==> src/rtl/sbst_bist_ctrl.sv <==
// -----------------------------------------------------------------------------
// sbst_bist_ctrl
//
// Self-test controller for the RI5CY wrapper. A 1->0 edge on start_test_i
// launches a run: LFSR patterns are streamed to the circuit under test, its
// responses are compacted in a MISR, and the final signature is compared with
// GOLDEN_SIG to give a go/no-go verdict. A run that stalls for TIMEOUT cycles
// is failed.
//
// Ports:
//   clk_i         clock
//   rst_i         synchronous reset, active high
//   start_test_i  launch request (1->0 edge starts a run in IDLE/DONE)
//   test_o        1 = test pending/running, 0 = verdict valid
//   go_nogo_o     1 = pass, valid only while test_o = 0
//   cut_sel_o     CUT test-mode select, high in RUN/DRAIN
//   pat_valid_o   pattern valid
//   pat_ready_i   CUT accepts pattern
//   pat_data_o    pattern word (current LFSR state)
//   rsp_valid_i   CUT response valid (no backpressure)
//   rsp_data_i    CUT response word
//   signature_o   current MISR value (debug)
// -----------------------------------------------------------------------------
module sbst_bist_ctrl #(
    parameter int                    DATA_WIDTH      = 32,
    parameter int                    N_PATTERNS      = 1024,
    parameter int                    MAX_OUTSTANDING = 4,
    parameter logic [DATA_WIDTH-1:0] LFSR_SEED       = 32'hACE1_2468,
    parameter logic [DATA_WIDTH-1:0] LFSR_POLY       = 32'h8020_0003,
    parameter logic [DATA_WIDTH-1:0] MISR_POLY       = 32'h04C1_1DB7,
    parameter logic [DATA_WIDTH-1:0] GOLDEN_SIG      = 32'h0000_0000,
    parameter int                    TIMEOUT         = 64
) (
    input  logic                  clk_i,
    input  logic                  rst_i,
    input  logic                  start_test_i,
    output logic                  test_o,
    output logic                  go_nogo_o,
    output logic                  cut_sel_o,
    output logic                  pat_valid_o,
    input  logic                  pat_ready_i,
    output logic [DATA_WIDTH-1:0] pat_data_o,
    input  logic                  rsp_valid_i,
    input  logic [DATA_WIDTH-1:0] rsp_data_i,
    output logic [DATA_WIDTH-1:0] signature_o
);

    localparam int CW = $clog2(N_PATTERNS + 1);
    localparam int TW = $clog2(TIMEOUT + 1);
    // Outstanding count can never exceed N_PATTERNS, so clamp the limit to
    // keep it representable in the counter width.
    localparam int MAX_LIM = (MAX_OUTSTANDING > N_PATTERNS) ? N_PATTERNS : MAX_OUTSTANDING;

    localparam logic [CW-1:0] N_C       = CW'(N_PATTERNS);
    localparam logic [CW-1:0] N_LAST_C  = CW'(N_PATTERNS - 1);
    localparam logic [CW-1:0] MAX_C     = CW'(MAX_LIM);
    localparam logic [TW-1:0] TIMEOUT_C = TW'(TIMEOUT);

    typedef enum logic [2:0] {
        S_IDLE,
        S_RUN,
        S_DRAIN,
        S_COMPARE,
        S_DONE
    } state_t;

    state_t                r_state;
    state_t                w_state_next;
    logic                  r_start_q;
    logic [DATA_WIDTH-1:0] r_lfsr;
    logic [DATA_WIDTH-1:0] r_misr;
    logic [CW-1:0]         r_pat_cnt;
    logic [CW-1:0]         r_rsp_cnt;
    logic [TW-1:0]         r_timer;
    logic                  r_err;
    logic                  r_test;
    logic                  r_go;

    logic                  w_launch;
    logic                  w_active;
    logic [CW-1:0]         w_outstanding;
    logic                  w_pat_valid;
    logic                  w_pat_acc;
    logic                  w_rsp_acc;
    logic                  w_rsp_ok;
    logic                  w_timeout;
    logic                  w_cut_sel;

    assign w_launch      = r_start_q & ~start_test_i & ((r_state == S_IDLE) || (r_state == S_DONE));
    assign w_active      = (r_state == S_RUN) || (r_state == S_DRAIN);
    assign w_outstanding = r_pat_cnt - r_rsp_cnt;
    // Valid depends only on registered state, so once raised it holds until
    // the accept (or a timeout leaves RUN).
    assign w_pat_valid   = (r_state == S_RUN) && (w_outstanding < MAX_C) && (r_pat_cnt < N_C);
    assign w_pat_acc     = w_pat_valid & pat_ready_i;
    assign w_rsp_acc     = w_active & rsp_valid_i;
    // A response with nothing outstanding is unsolicited: flagged, not compacted.
    assign w_rsp_ok      = w_rsp_acc & (r_rsp_cnt != r_pat_cnt);
    assign w_timeout     = w_active & (r_timer == TIMEOUT_C);

    // NOTE: sequential state uses non-blocking assignments so every register
    // samples the pre-edge values regardless of statement order.
    always_ff @(posedge clk_i) begin
        if (rst_i) begin
            r_state <= S_IDLE;
        end else begin
            r_state <= w_state_next;
        end
    end

    always_comb begin
        // NOTE: defaults assigned first so every path drives every signal and
        // no latch is inferred.
        w_state_next = r_state;
        w_cut_sel    = 1'b0;
        case (r_state)
            S_IDLE, S_DONE: begin
                if (w_launch) w_state_next = S_RUN;
            end
            S_RUN: begin
                w_cut_sel = 1'b1;
                if (w_timeout)                                  w_state_next = S_DONE;
                else if (w_pat_acc && (r_pat_cnt == N_LAST_C))  w_state_next = S_DRAIN;
            end
            S_DRAIN: begin
                w_cut_sel = 1'b1;
                if (w_timeout)              w_state_next = S_DONE;
                else if (r_rsp_cnt == N_C)  w_state_next = S_COMPARE;
            end
            S_COMPARE: begin
                w_state_next = S_DONE;
            end
            default: begin
                w_state_next = S_IDLE;
            end
        endcase
    end

    always_ff @(posedge clk_i) begin
        if (rst_i) begin
            r_start_q <= 1'b0;
            r_lfsr    <= '0;
            r_misr    <= '0;
            r_pat_cnt <= '0;
            r_rsp_cnt <= '0;
            r_timer   <= '0;
            r_err     <= 1'b0;
            r_test    <= 1'b1;
            r_go      <= 1'b0;
        end else begin
            r_start_q <= start_test_i;
            if (w_launch) begin
                r_lfsr    <= LFSR_SEED;
                r_misr    <= '0;
                r_pat_cnt <= '0;
                r_rsp_cnt <= '0;
                r_timer   <= '0;
                r_err     <= 1'b0;
                r_test    <= 1'b1;
                r_go      <= 1'b0;
            end else begin
                if (w_pat_acc) begin
                    r_pat_cnt <= r_pat_cnt + CW'(1);
                    r_lfsr    <= {r_lfsr[DATA_WIDTH-2:0], 1'b0} ^ (r_lfsr[DATA_WIDTH-1] ? LFSR_POLY : '0);
                end
                if (w_rsp_ok) begin
                    r_rsp_cnt <= r_rsp_cnt + CW'(1);
                    r_misr    <= {r_misr[DATA_WIDTH-2:0], 1'b0} ^ (r_misr[DATA_WIDTH-1] ? MISR_POLY : '0)
                                 ^ rsp_data_i;
                end
                if (w_rsp_acc && !w_rsp_ok) begin
                    r_err <= 1'b1;
                end

                // Any handshake activity restarts the idle timer; it saturates.
                if (w_pat_acc || w_rsp_acc) begin
                    r_timer <= '0;
                end else if (w_active && (r_timer != TIMEOUT_C)) begin
                    r_timer <= r_timer + TW'(1);
                end

                if (w_timeout) begin
                    r_test <= 1'b0;
                    r_go   <= 1'b0;
                end else if (r_state == S_COMPARE) begin
                    r_test <= 1'b0;
                    r_go   <= (r_misr == GOLDEN_SIG) && !r_err;
                end
            end
        end
    end

    assign test_o      = r_test;
    assign go_nogo_o   = r_go;
    assign cut_sel_o   = w_cut_sel;
    assign pat_valid_o = w_pat_valid;
    assign pat_data_o  = r_lfsr;
    assign signature_o = r_misr;

endmodule

==> config.mk <==
export PLATFORM = sky130hd
export DESIGN_NAME = sbst_bist_ctrl
export DESIGN_NICKNAME = d
export VERILOG_FILES = /design/src/rtl/sbst_bist_ctrl.sv
export SDC_FILE = /design/constraint.sdc
export NUM_CORES = 1
export LEC_CHECK = 0
export BUFFER_PORTS_ARGS = -buffer_cell sky130_fd_sc_hd__buf_4
export CORE_MARGIN = 1.5
export CORE_UTILIZATION = 56
export CTS_CLUSTER_SIZE = 25
export DETAILED_ROUTE_END_ITERATION = 8
export PLACE_DENSITY_LB_ADDON = 0.15
export SYNTH_ARGS = -nofsm -noshare
export SYNTH_HDL_FRONTEND = slang
export SYNTH_SLANG_ARGS = --single-unit
==> constraint.sdc <==
create_clock -name clk_i -period 4.2 [get_ports clk_i]
set_clock_uncertainty 0.15 [all_clocks]
set_input_delay 0.84 -clock clk_i [delete_from_list [all_inputs] [get_ports clk_i]]
set_output_delay 0.84 -clock clk_i [all_outputs]
set_load 0.1 [all_outputs]
==> results.yml, run 1 <==
critical_path:
  crit_arrival_ns: 3.05
  critPathKind: "reg2out"
  crit_start: "r_rsp_cnt[1]$_SDFFE_PP0P_"
  crit_path_end_kind: "output port"
  worstPathRequired_ns: 3.21
  cp_max_fo: 23
  worst_setup_path_start_kind: "flip-flop"
  r2r-start: "r_rsp_cnt[1]$_SDFFE_PP0P_"
floorplanning:
  die_h_um: 100.3
  initial_core_util_pct: 57.62
  rows: 35
  coreArea_sq_um: 9196
  io_pins: 105
  die_w_um: 100.3
  dieArea_sq_um: 10060
final_layout:
  final_cells: 814
  num_antenna_cells: 0
  drive_above_1_share_pct: 21.34
  fin_nets: 750
  syn2layout_area_growth_pct: 20.33
yosys:
  ys_types: 52
  yosysWarnings: 0
  syn_avg_cell_area_sq_um: 8.602
  netlist_area_sq_um: 5299
  ys_ff_latch: 100
  synth_ff_type: "dfxtp_1"
  synth_edf_count: 0
  syn_nets: 668
  netlist_instances: 616
  yosysSeqAreaShare_pct: 37.78
  synthArstFlopShare_pct: 0
timing:
  rsz0062_at_grt: "false"
  fin_crit_ns: 4.038
  fmax_ghz: 0.2476
  slew_viol_final: 0
  worstMarginPinSlew_ns: 0.9843
  tns_ns: 0
  setup_violations: 0
  hold_violations: 0
  hold_slack_ns: 0.3105
  period_share_pct: 96.15
  max-slew-margin-rel_pct: 34.17
cts:
  postCtsSetupBuffers: 0
  clk_latency_ns: 0.37
  cts_buffer_depth: 2
  holdBufCountCts: 0
  htreeDepth: 3
  ctsRootBufferMaster: "clkbuf_8"
  cts_buffers: 9
  cts_tree: "yes"
  path_clk_slew_ns: 0.10
  clock_sinks: 100
routing:
  ant_nets: 0
  drt_iter0_drc: 220
  via_per_inst: 5.923
  num_vias: 4821
  drc: 0
  first_pass_iters: 5
  routed_wl_um: 13180
  wire_per_inst_um: 16.19
placed_design:
  gp_congestion: 0.9435
  io_buffers: 104
  placedCellCount: 797
  hpwlAfterDp_um: 9327
grt:
  overflow: 0
  grt_pass1_vias: 4547
  grt_pass1_wl_um: 21480
  grt_max_degree: 52
  antenna_found_initial: 0
  grt_util_all_layers_pct: 26.48
pwr:
  power_density_nw_per_um2: 296.7
  p_leak_uw: 0.002405
  finalPower_uw: 1892
  ir_worst_vdd_v: 0.0001992
min_path:
  holdCritStartpoint: "test_o$_SDFFE_PP1P_"
  hold_path_class: "reg2reg"
outcome:
  status: "complete, no violations"
run:
  drv_cap: 0
==> cells by family after synthesis <==
logic type	count (synthesis)	synth area share [%]
and+or+nand+nor	253	24.70
DFF	100	37.78
AOI/OAI and AO/OA	89	11.92
xor gates and xnor gates	64	10.58
buffers and inverters	61	5.029
muxes	33	6.257
adders and majority gates	16	3.731
==> placed cells by master, fill, tap and decap left out, types with 3 or more instances in the layout <==
master	n
nor4_1	19
mux2i_1	32
a211oi_1	21
or4_1	15
nor2_1	39
o311a_1	13
o211ai_1	3
nand2b_1	3
nor3b_1	4
o21ai_0	6
xnor2_1	57
or2_2	3
xor2_1	7
and3_1	4
dfxtp_1	100
and4_1	5
or3_1	12
nor3_2	3
nor3_1	17
nand3_1	14
ha_1	14
inv_1	19
clkbuf_8	9
nor2b_1	8
a21oi_1	25
nand4_1	12
buf_4	111
nand2_1	81
o31ai_1	4
==> timing repair <==
item,in CTS,in global routing
gates cloned,0,1
setup endpoints to repair,1,13
pin swaps,0,1
gates resized for setup,1,7
==> per-layer routing <==
| metal | wire, um | track usage (%) | part of all wire, % | vias up |
|---|---|---|---|---|
| met5 | 0 | 0 | 0 | - |
| met3 | 729 | 5.641 | 5.5 | 30 |
| li1 | - | - | - | 2360 |
| met2 | 6346 | 43.12 | 48 | 146 |
| met1 | 5788 | 34.44 | 44 | 2285 |
| met4 | 316 | 10.29 | 2.4 | 0 |
==> report_power, final <==
part	switching [uW]	internal, uW
clock network	377	292
logic	165	83.0
registers	13.1	961
total	555	1340
==> cells in the mapped netlist (all sizes together) (2+ instances only) <==
library cell / count / share of area [%]
dfxtp: 100 / 38
nand3: 14 / 1.3
o21ai: 8 / 0.76
o31ai: 4 / 0.57
buf: 11 / 1.5
and2: 2 / 0.24
and3: 4 / 0.47
inv: 19 / 1.3
o21a: 2 / 0.28
o41ai: 3 / 0.50
or2: 3 / 0.35
nor3b: 4 / 0.57
a211oi: 22 / 3.1
nor4: 19 / 2.2
o311a: 13 / 2.5
ha: 15 / 3.5
nor2b: 8 / 0.94
nor4b: 2 / 0.33
o211ai: 3 / 0.42
a31oi: 2 / 0.24
clkbuf: 31 / 2.2
and4: 5 / 0.83
nor2: 41 / 2.9
a21oi: 25 / 2.4
or4b: 2 / 0.45
xor2: 7 / 1.2
nand2b: 3 / 0.35
nor3: 22 / 2.3
or4: 15 / 2.1
nand2: 81 / 5.7
or3: 13 / 1.6
xnor2: 57 / 9.4
mux2i: 32 / 6.0
nand4: 12 / 1.4
==> final cells by class <==
| type | count | area, sq um |
|---|---|---|
| inverter | 19 | 71.32 |
| sequential | 100 | 2002 |
| timing repair buffer | 112 | 844.6 |
| tap | 111 | 138.9 |
| fill | 767 | 2820 |
| multi-input combinational | 456 | 3097 |
| clock buffer | 9 | 123.9 |
| clock inverter | 7 | 98.84 |
==> registers in the layout (all words and copies together), names as in the netlist <==
name         count
pat_data_o      32
signature_o     32
r_pat_cnt       11
r_rsp_cnt       11
r_timer          7
r_state          3
go_nogo_o        1
r_err            1
r_start_q        1
test_o           1
==> stage by stage <==
| stage | util, % | cell area, sq um | setup slack [ns] |
|---|---|---|---|
| global route | 69.33 | 6376 | 0.01974 |
| CTS | 68.97 | 6342 | 0.01601 |
| detailed placement | 66.50 | 6116 | 0.2197 |
| global placement | 66.50 | 6116 | 0.4669 |
| finish | 69.33 | 6376 | 0.1616 |
| floorplan | - | 5310 | 0.2492 |
==> critical path: stages (launching register included) <==
cell and delay (ns):
dfxtp_1 0.40, inv_1 0.09, ha_1 0.29, nor2b_1 0.30, o31ai_1 0.14, a21oi_1 0.31
mux2i_1 0.21, or2_2 0.50, nor3_4 0.20, buf_6 0.25
==> final timing paths <==
path         cells after the start                          end  slack (ns)
min reg2reg                      2          test_o$_SDFFE_PP1P_        0.31
max                              9                  pat_valid_o        0.16
min                              2          test_o$_SDFFE_PP1P_        0.31
max reg2reg                     10  pat_data_o[17]$_SDFFE_PP0N_        0.31
No activity file was read; power rests on OpenSTA's default activity.
==> run 2, diff against run 1 <==
--- a/config.mk
+++ b/config.mk
@@ -11,6 +11,7 @@
 export CTS_CLUSTER_SIZE = 25
 export DETAILED_ROUTE_END_ITERATION = 8
 export PLACE_DENSITY_LB_ADDON = 0.15
+export RECOVER_POWER = 25
 export SYNTH_ARGS = -nofsm -noshare
 export SYNTH_HDL_FRONTEND = slang
 export SYNTH_SLANG_ARGS = --single-unit
==> results.yml, run 2 (synthesized netlist as in run 1, its figures left out) <==
grt:
  grt_pass1_wl_um: 21480
  grt_pass1_vias: 4547
  overflow: 0
  grt_max_degree: 52
  grt_util_all_layers_pct: 26.48
  antenna_found_initial: 0
critical_path:
  crit_path_end_kind: "output port"
  worst_setup_path_start_kind: "flip-flop"
  crit_arrival_ns: 3.04
  cp_max_fo: 23
  worstPathRequired_ns: 3.21
  critPathKind: "reg2out"
final_layout:
  final_cell_mix: "dfxtp_1 (100), nand2_1 (81), buf_4 (69)"
  fin_nets: 750
  n_fill_cell: 807
  num_antenna_cells: 0
  final_util_pct: 67.62
  syn2layout_area_growth_pct: 17.36
  drive_above_1_share_pct: 15.36
  final_common_cell: "dfxtp_1"
timing:
  rsz0062_at_grt: "false"
  fmax_ghz: 0.2479
  max-slew-margin-rel_pct: 18.60
  slew_viol_final: 0
  setup_violations: 0
  period_share_pct: 96.06
  hold_violations: 0
  fin_crit_ns: 4.034
  worstMarginPinSlew_ns: 1.226
  tns_ns: 0
  hold_slack_ns: 0.3088
  setup_ws_ns: 0.1656
outcome:
  status: "complete, no violations"
cts:
  cts_tree: "yes"
  ctsRootBufferMaster: "clkbuf_8"
  clock_sinks: 100
  holdBufCountCts: 0
  path_clk_slew_ns: 0.10
  htreeDepth: 3
  clk_latency_ns: 0.37
  cts_buffers: 9
  postCtsSetupBuffers: 0
  cts_buffer_depth: 2
pwr:
  p_switching_uw: 556.0
  seqPwrFrac_pct: 51.7
  power_density_nw_per_um2: 302.8
  p_clk_share_pct: 35.6
  p_leak_uw: 0.002230
  p_int_uw: 1327
  p_comb_share_pct: 12.7
  sw_frac_of_total_pct: 29.53
  ir_worst_vdd_v: 0.0002009
routing:
  drc: 0
  via_per_inst: 5.966
  first_pass_iters: 5
  num_vias: 4856
  routed_wl_um: 13200
  ant_nets: 0
  wire_per_inst_um: 16.22
  drt_iter0_drc: 226
placed_design:
  gp_congestion: 0.9435
  io_buffers: 104
  pre_cts_ws_ns: 0.2197
  hpwlAfterDp_um: 9327
floorplanning:
  coreArea_sq_um: 9196
  dieArea_sq_um: 10060
  die_h_um: 100.3
  io_pins: 105
  initial_core_util_pct: 57.62
  die_w_um: 100.3
  rows: 35
min_path:
  hold_path_class: "reg2reg"
run:
  drv_cap: 0
-- run 2: what timing repair did --
item | in CTS | in global routing
resized for setup | 1 | 7
pin swaps | 0 | 1
setup endpoints to repair | 1 | 13
cloned | 0 | 1
-- run 2: cell type report --
cell class / instances / area, sq um / area share, %
multi-input combinational: 456 / 3097 / 49.80
tap: 111 / 138.9 / 2.233
clock inverter: 7 / 98.84 / 1.590
inverter: 19 / 71.32 / 1.147
timing repair buffer: 112 / 686.9 / 11.05
clock buffer: 9 / 123.9 / 1.992
sequential: 100 / 2002 / 32.19
-- run 2: power by group through the flow --
stage	registers, uW	clock network (uW)	logic [uW]
final	974	670	239
after global routing	976	717	254
after CTS	974	675	248
after detailed placement	996	0	247
after global placement	995	0	244
after floorplan	1070	0	103
-- run 2: stage by stage --
stage               cell area, sq um  std cells  total power (uW)
finish                          6218        814              1883
CTS                             6342        813              1898
detailed placement              6116        797              1243
floorplan                       5310        616              1175
global placement                6116        797              1239
global route                    6218        814              1948
-- run 2: routing by layer --
metal / routed length [um] / track usage (%) / vias to the layer above
li1: - / - / 2361
met1: 5720 / 34.44 / 2308
met2: 6371 / 43.12 / 151
met3: 778 / 5.641 / 36
met4: 332 / 10.29 / 0
met5: 0 / 0 / -
-- run 2: final timing paths --
check,from,endpoint,slack (ns),depth (start not counted)
worst max register to register,r_rsp_cnt[1]$_SDFFE_PP0P_,pat_data_o[17]$_SDFFE_PP0N_,0.33,10
worst min register to register,test_o$_SDFFE_PP1P_,test_o$_SDFFE_PP1P_,0.31,2
worst max-delay path,r_rsp_cnt[1]$_SDFFE_PP0P_,pat_valid_o,0.17,9
worst min-delay path,test_o$_SDFFE_PP1P_,test_o$_SDFFE_PP1P_,0.31,2
-- run 2: worst max-delay path: stages, from the launching register on --
cell and delay (ns):
dfxtp_1 0.40, inv_1 0.09, ha_1 0.29, nor2b_1 0.29
o31ai_1 0.13, a21oi_1 0.31, mux2i_1 0.21, or2_2 0.50
nor3_4 0.20, buf_6 0.25
==> run 3, diff against run 2 <==
--- a/config.mk
+++ b/config.mk
@@ -7,7 +7,7 @@
 export LEC_CHECK = 0
 export BUFFER_PORTS_ARGS = -buffer_cell sky130_fd_sc_hd__buf_4
 export CORE_MARGIN = 1.5
-export CORE_UTILIZATION = 56
+export CORE_UTILIZATION = 55
 export CTS_CLUSTER_SIZE = 25
 export DETAILED_ROUTE_END_ITERATION = 8
 export PLACE_DENSITY_LB_ADDON = 0.15
==> results.yml, run 3 (synthesized netlist as in run 1, its figures left out) <==
min_path:
  hold_path_class: "reg2reg"
  min_path_cells: 2
  holdCritStartpoint: "test_o$_SDFFE_PP1P_"
  hold_path_end: "test_o$_SDFFE_PP1P_"
cts:
  path_clk_slew_ns: 0.10
  htreeDepth: 3
  ctsRootBufferMaster: "clkbuf_8"
  cts_tree: "yes"
  postCtsSetupBuffers: 0
  clock_sinks: 100
  clk_latency_ns: 0.37
  cts_buffers: 9
  cts_buffer_depth: 2
  holdBufCountCts: 0
critical_path:
  critPathKind: "reg2out"
  cp_max_fo: 23
  critPathBufInv: 2
  slowest_stage: "or3_4"
  path_cells: "inv_1 -> ha_1 -> nor2b_1 -> or4_1 -> nand2_1 -> o2111ai_1 -> or3_4 -> nor3_4 -> buf_6"
  reg2regPathDepth: 10
  cp_slowest_stage_delay_ns: 0.52
  worst_setup_path_start_kind: "flip-flop"
  cp_top_family: "simple AND/OR/NAND/NOR gates"
  r2r-end: "pat_data_o[2]$_SDFFE_PP0N_"
  cp.depth: 9
  crit_arrival_ns: 3.04
  worstPathRequired_ns: 3.21
  r2r-start: "r_rsp_cnt[1]$_SDFFE_PP0P_"
  crit_path_end_kind: "output port"
  reg2reg_setup_slack_ns: 0.53
routing:
  num_vias: 4740
  first_pass_iters: 4
  wire_per_inst_um: 15.79
  ant_nets: 0
  via_per_inst: 5.711
  drt_iter0_drc: 182
  drc: 0
  routed_wl_um: 13110
timing:
  setup_violations: 0
  slew_viol_final: 0
  max-slew-margin-rel_pct: 19.67
  period_share_pct: 96.03
  tns_ns: 0
  worstMarginPinSlew_ns: 1.210
  hold_violations: 0
  fmax_ghz: 0.2479
  fin_crit_ns: 4.033
  rsz0062_at_grt: "false"
grt:
  grt_max_degree: 49
  grt_util_all_layers_pct: 25.83
  antenna_found_initial: 0
  grt_pass1_vias: 4442
  overflow: 0
  grt_pass1_wl_um: 21220
placed_design:
  io_buffers: 104
  hpwlAfterDp_um: 9518
  postPlaceCellArea_sq_um: 6143
  gp_congestion: 0.9160
final_layout:
  final_cell_mix: "dfxtp_1 (100), nand2_1 (81), buf_4 (67)"
  final_util_pct: 66.74
  final_common_cell: "dfxtp_1"
  num_antenna_cells: 0
  fin_nets: 748
  drive_above_1_share_pct: 14.69
  fin_area_sq_um: 6196
  syn2layout_area_growth_pct: 16.93
pwr:
  seqPwrFrac_pct: 53.1
  p_comb_share_pct: 13.1
  power_density_nw_per_um2: 296.0
  sw_frac_of_total_pct: 30.62
  p_int_uw: 1272
  p_switching_uw: 561.6
  p_clk_share_pct: 33.8
  ir_worst_vdd_v: 0.0001939
  p_leak_uw: 0.002211
floorplanning:
  initial_core_util_pct: 57.08
  dieArea_sq_um: 10230
  io_pins: 105
  die_h_um: 101.2
  rows: 35
  die_w_um: 101.2
  coreArea_sq_um: 9284
outcome:
  status: "complete, no violations"
run:
  drv_cap: 0
## run 3: how the worst max path moves through the flow
| stage | start | to | slack, ns |
|---|---|---|---|
| 2_1_floorplan | r_rsp_cnt[6]$_SDFFE_PP0P_ | pat_valid_o | 0.25 |
| 3_3_place_gp | r_rsp_cnt[6]$_SDFFE_PP0P_ | pat_valid_o | 0.50 |
| 3_5_place_dp | r_rsp_cnt[6]$_SDFFE_PP0P_ | pat_valid_o | 0.41 |
| 4_1_cts | r_rsp_cnt[6]$_SDFFE_PP0P_ | pat_valid_o | 0.03 |
| 5_1_grt | r_rsp_cnt[6]$_SDFFE_PP0P_ | pat_valid_o | 0.02 |
| 6_report | r_rsp_cnt[1]$_SDFFE_PP0P_ | pat_valid_o | 0.17 |
## run 3: layer usage
metal / vias to the layer above / wire [um] / track usage, %
met1: 2249 / 5873 / 33.98
met4: 0 / 265 / 8.547
met3: 18 / 552 / 4.417
met2: 105 / 6415 / 43.21
met5: - / 0 / 0
li1: 2368 / - / -
## run 3: through the flow
stage	worst slack, ns	total power [uW]	hold slack, ns	instances
2_1_floorplan	0.2492	1175	0.2872	616
3_3_place_gp	0.5044	1240	0.2836	814
3_5_place_dp	0.4067	1243	0.2916	814
4_1_cts	0.03458	1855	0.3075	830
5_1_grt	0.01957	1895	0.3489	830
6_report	0.1666	1834	0.3058	830
## run 3: power groups by stage
stage	Sequential, uW	Clock, uW	Combinational [uW]
floorplan	1070	0	103
global placement	996	0	244
detailed placement	996	0	247
CTS	974	631	249
global route	977	665	254
finish	974	620	240
## run 3: area by class of cell
type                       count  area, sq um
fill                         810         3088
tap                          129        161.4
clock inverter                 7        72.57
multi-input combinational    455         3073
sequential                   100         2002
timing repair buffer         111        691.9
clock buffer                   9        123.9
inverter                      19        71.32
## run 3: repair_timing
item	4_1_cts	5_1_grt
endpoints found under the setup margin	1	1
resized for setup	1	4
cloned	0	0
## run 3: worst min-delay path, cell delays in order (launching register included)
cell	delay (ns)
dfxtp_1	0.32
nand2_1	0.06
nand2_1	0.04
